==> src/rtl/sprdma.sv <==
`default_nettype none
// ============================================================================
// Module   : sprdma
// Purpose  : Sprite DMA engine. A CPU write to DMA_REG_ADDR stalls the CPU
//            and copies one 256-byte page to the PPU OAM data register as
//            one wait cycle followed by 256 read/write bus cycle pairs.
// Revision : 1.0 - initial release
// ============================================================================
module sprdma #(
  parameter logic [15:0] DMA_REG_ADDR  = 16'h4014,
  parameter logic [15:0] OAM_DATA_ADDR = 16'h2004
) (
  input  logic        clk_in,
  input  logic        rst_n_in,
  input  logic [15:0] cpu_a_in,
  input  logic [7:0]  cpu_d_in,
  input  logic        cpu_r_nw_in,
  input  logic [7:0]  mem_d_in,
  output logic [15:0] mem_a_out,
  output logic [7:0]  mem_d_out,
  output logic        mem_r_nw_out,
  output logic        cpu_rdy_out,
  output logic        active_out
);

  typedef enum logic [1:0] {
    S_IDLE  = 2'd0,
    S_WAIT  = 2'd1,
    S_READ  = 2'd2,
    S_WRITE = 2'd3
  } state_t;

  state_t     r_state;
  state_t     w_state_next;
  logic [7:0] r_page;
  logic [7:0] r_cnt;
  logic [7:0] r_data;
  logic       w_trigger;

  // A CPU write to the DMA register only starts a transfer from IDLE;
  // the same write while busy is swallowed along with all other CPU traffic.
  assign w_trigger = (r_state == S_IDLE) && !cpu_r_nw_in &&
                     (cpu_a_in == DMA_REG_ADDR);

  // State register
  always_ff @(posedge clk_in or negedge rst_n_in) begin
    if (!rst_n_in) begin
      r_state <= S_IDLE;
    end else begin
      r_state <= w_state_next;
    end
  end

  // Page/counter/data registers: latch page on trigger, capture read data,
  // advance the byte counter after each OAM write (8-bit wrap, no page carry)
  always_ff @(posedge clk_in or negedge rst_n_in) begin
    if (!rst_n_in) begin
      r_page <= 8'h00;
      r_cnt  <= 8'h00;
      r_data <= 8'h00;
    end else begin
      case (r_state)
        S_IDLE: begin
          if (w_trigger) begin
            r_page <= cpu_d_in;
            r_cnt  <= 8'h00;
          end
        end
        S_READ:  r_data <= mem_d_in;
        S_WRITE: r_cnt  <= r_cnt + 8'd1;
        default: ;
      endcase
    end
  end

  // Next state and bus muxing; IDLE passes the CPU bus straight through
  always_comb begin
    w_state_next = r_state;
    mem_a_out    = cpu_a_in;
    mem_d_out    = cpu_d_in;
    mem_r_nw_out = cpu_r_nw_in;
    active_out   = 1'b0;
    case (r_state)
      S_IDLE: begin
        if (w_trigger) begin
          w_state_next = S_WAIT;
        end
      end
      S_WAIT: begin
        active_out   = 1'b1;
        mem_a_out    = cpu_a_in;
        mem_d_out    = r_data;
        mem_r_nw_out = 1'b1;
        w_state_next = S_READ;
      end
      S_READ: begin
        active_out   = 1'b1;
        mem_a_out    = {r_page, r_cnt};
        mem_d_out    = r_data;
        mem_r_nw_out = 1'b1;
        w_state_next = S_WRITE;
      end
      S_WRITE: begin
        active_out   = 1'b1;
        mem_a_out    = OAM_DATA_ADDR;
        mem_d_out    = r_data;
        mem_r_nw_out = 1'b0;
        w_state_next = (r_cnt == 8'hFF) ? S_IDLE : S_READ;
      end
      default: w_state_next = S_IDLE;
    endcase
  end

  assign cpu_rdy_out = ~active_out;

endmodule
`default_nettype wire

==> config.mk <==
export PLATFORM = sky130hd
export DESIGN_NAME = sprdma
export DESIGN_NICKNAME = d
export VERILOG_FILES = /design/src/rtl/sprdma.sv
export SDC_FILE = /design/constraint.sdc
export NUM_CORES = 1
export LEC_CHECK = 0
export CAP_MARGIN = 20
export CELL_PAD_IN_SITES_DETAIL_PLACEMENT = 0
export CELL_PAD_IN_SITES_GLOBAL_PLACEMENT = 2
export CORE_ASPECT_RATIO = 0.7
export CORE_MARGIN = 5
export CORE_UTILIZATION = 23
export DETAILED_ROUTE_END_ITERATION = 8
export PLACE_DENSITY_LB_ADDON = 0.1
export RECOVER_POWER = 100
export SYNTH_ARGS = -nofsm -noshare
export SYNTH_HDL_FRONTEND = slang
export SYNTH_SLANG_ARGS = --single-unit
==> constraint.sdc <==
create_clock -name clk_in -period 1.85 [get_ports clk_in]
set_input_delay 0.37 -clock clk_in [delete_from_list [all_inputs] [get_ports clk_in]]
set_output_delay 0.37 -clock clk_in [all_outputs]
set_load 0.005 [all_outputs]
==> impl_metrics.json, run 1 <==
{
  "n_antenna_cell": 0,
  "drive_gt1_share_pct": 53.6,
  "fin_nets": 293,
  "synth_cells": 137,
  "placed_cell_area_um2": 2490,
  "grt_max_degree": 27,
  "wl_per_cell_um": 17.1,
  "grt_pass1_wl_um": 9290,
  "start_kind": "flip-flop",
  "maxCapViolations": 0,
  "synth_compound_area_share_pct": 17.0,
  "route.vias.total": 1564,
  "outcome": "complete, but fails checks",
  "hold_class": "flip-flop to flip-flop",
  "cts_made_buffers": 3,
  "cp-end-kind": "primary output",
  "met1_length_um": 2860,
  "crit_path_max_incr_delay_ps": 390,
  "ys_warn_count": 0,
  "fillCellCount": 609,
  "gp_congestion": 0.723,
  "critPathRequiredTime_ps": 1480,
  "dieArea_um2": 8410,
  "yosys.area_share.simple_pct": 12.4,
  "synthesis.area_um2": 1530,
  "powerDensity_nw_per_um2": 382,
  "finalSetupViolCount": 29,
  "coreArea_um2": 6340,
  "arrival_ps": 1710,
  "rsz0062_at_grt": "yes",
  "synth.distinct_cells": 36,
  "irDropWorstVdd_v": 0.000182,
  "path_class": "flip-flop to primary output",
  "slew_headroom_pct": 53.4,
  "grt_usage_pct": 14.0,
  "finalClockSkew_ps": 2.31,
  "initial_core_util_pct": 24.2,
  "grt_pass1_vias": 1651,
  "regArea_um2": 652,
  "path_max_fanout": 5,
  "overflow": 0,
  "via_per_inst": 4.56,
  "synth_edf_count": 0,
  "slew_viol_final": 0,
  "tightestPinTransition_ps": 699,
  "yosysSeqAreaShare_pct": 42.5,
  "cts_root_buf": "clkbuf_8",
  "dr.pass1.iters": 4,
  "top_layer_used": "met4",
  "antenna_found_initial": 0,
  "post-route-util_pct": 46.7,
  "synthToLayoutAreaGrowth_pct": 93.2,
  "wl_met2_um": 2670,
  "leakage_nw": 1.37,
  "synthArstFlopShare_pct": 100,
  "clk_pin_slew_worst_paths_ps": 100,
  "ant_nets": 0,
  "wirelength_um": 5860,
  "cts_tree": "done",
  "synth_top_family_by_area": "multiplexers",
  "post-route-period-util_pct": 113,
  "fin_area_um2": 2960,
  "layout_min_cycle_time_ps": 2080,
  "wl_met3_um": 284,
  "place_hpwl_um": 3930,
  "cts_htree_levels": 1,
  "hold_viol": 0,
  "synthXorXnorAreaFrac_pct": 0,
  "violations": "setup timing",
  "layout_setup_ws_ps": -232,
  "multi_input_area_um2": 1000,
  "syn_nets": 177,
  "cts_buffer_depth": 2,
  "crit_chain": "inv_2, buf_6, ha_4, buf_12, buf_12, mux2_4, buf_6",
  "num_io_pins": 62,
  "syn_area_per_cell_um2": 11.2,
  "portBuffers": 61,
  "cts_sinks": 26,
  "crit_slowest_cell": "dfrtp_1",
  "drt_iter0_drc": 58,
  "die_x_um": 107,
  "clock_latency_ps": 270,
  "fp.dieH_um": 78.2,
  "ys_ff_latch": 26,
  "fp-row-count": 24,
  "synth_mux_area_share_pct": 19.7,
  "synth_flop_cell": "dfrtp_1",
  "drc": 0,
  "synthAdderAreaFrac_pct": 4.09,
  "fmax_mhz": 480
}
-- logic make-up (layout without fill, tap and decap cells) --
logic type	count (synthesis)	in the layout
mux	27	27
fa+ha+maj	5	5
simple gates	35	35
compound gates	31	31
flops	26	26
buf+inv	13	128
-- cell usage after synthesis, types with 2 or more instances --
cell type	count	area share, %
o31ai_1	2	0.98
mux2i_1	2	1.3
o21ai_0	3	0.98
nand3_1	6	2.0
inv_1	5	1.2
mux2_2	24	18
nor3_1	2	0.65
ha_1	5	4.1
a22oi_1	2	0.98
nor2_1	4	0.98
nand2_1	12	2.9
a22o_1	15	8.6
nor4_1	2	0.82
buf_6	2	1.5
clkbuf_1	5	1.2
dfrtp_1	26	43
-- power by group --
group	internal [mW]	switching (mW)
Clock	0.191	0.189
Sequential	0.577	0.00469
Combinational	0.113	0.0538
-- routing by layer --
| metal | vias up | global-route usage [%] |
|---|---|---|
| met2 | 44 | 21.5 |
| met1 | 772 | 20.7 |
| met5 | - | 0 |
| met3 | 2 | 2.87 |
| met4 | 0 | 2.27 |
| li1 | 746 | - |
-- critical path: cells and delay by family (launching register included) --
| kind | cells | cell delay (ps) |
|---|---|---|
| flip-flops | 1 | 390 |
| multiplexers | 1 | 300 |
| buffers and inverters | 5 | 570 |
| adder cells (fa/ha/maj) | 1 | 180 |
-- final cells by class --
class	count	area share, %
inverter	5	0.719
sequential	26	22.0
timing repair buffer	119	37.5
clock buffer	4	1.86
multi-input combinational	98	34.0
tap	91	3.85
-- sequential cells by signal, summed over array words and instances, names as in the netlist --
name     cells
r_cnt        8
r_data       8
r_page       8
r_state      2
-- final timing paths --
kind	start	endpoint	slack (ps)	cells past startpoint
min reg2reg	r_page[0]	r_page[0]	510	1
min in group asynchronous	rst_n_in	r_data[6]	660	2
min	r_page[0]	r_page[0]	510	1
max in group asynchronous	rst_n_in	r_state[1]	690	2
max	r_state[0]	mem_d_out[0]	-230	7
max reg2reg	r_state[0]	r_data[6]	-40	10
-- metrics by stage --
step                total power, mW  cells  setup slack (ps)  hold slack [ps]  TNS, ps
finish                         1.13    343              -232              507    -3760
global route                   1.18    343              -304              530    -6460
CTS                            1.15    343              -265              487    -4930
detailed placement            0.750    317              -419              482   -11390
global placement              0.747    317              -411              476   -11010
floorplan                     0.613    137              67.4             74.4        0
-- placed cells by master (no fill, tap or decap), types with 6 or more instances in the layout --
master / netlist / layout
a22o_1: 15 / 15
buf_6: 2 / 28
mux2_2: 24 / 15
mux2_4: 0 / 9
nand2_1: 12 / 11
clkdlybuf4s50_1: 0 / 26
buf_2: 1 / 16
nand3_1: 6 / 6
buf_4: 0 / 32
dfrtp_1: 26 / 25
-- timing repair --
item / 4_1_cts / 5_1_grt
gates cloned: 2 / 0
pin swaps: 20 / 15
buffers inserted: 21 / 5
hold endpoints to repair: 0 / 0
hold buffers: 0 / 0
resized for setup: 171 / 18
setup endpoints to repair: 44 / 51
Note: power is estimated with default switching activity, not from simulation.
==> inputs of run 2 (changes only) <==
--- a/config.mk
+++ b/config.mk
@@ -11,6 +11,7 @@
 export CORE_ASPECT_RATIO = 0.7
 export CORE_MARGIN = 5
 export CORE_UTILIZATION = 23
+export CTS_CLUSTER_DIAMETER = 120
 export DETAILED_ROUTE_END_ITERATION = 8
 export PLACE_DENSITY_LB_ADDON = 0.1
 export RECOVER_POWER = 100
==> results of run 2 <==
No change in the layout: final DEF, timing and power equal those of run 1.
==> inputs of run 3 (changes only) <==
--- a/config.mk
+++ b/config.mk
@@ -13,6 +13,7 @@
 export CORE_UTILIZATION = 23
 export CTS_CLUSTER_DIAMETER = 120
 export DETAILED_ROUTE_END_ITERATION = 8
+export HOLD_SLACK_MARGIN = 0.15
 export PLACE_DENSITY_LB_ADDON = 0.1
 export RECOVER_POWER = 100
 export SYNTH_ARGS = -nofsm -noshare
==> results of run 3 <==
No change in the layout: final DEF, timing and power equal those of run 1.
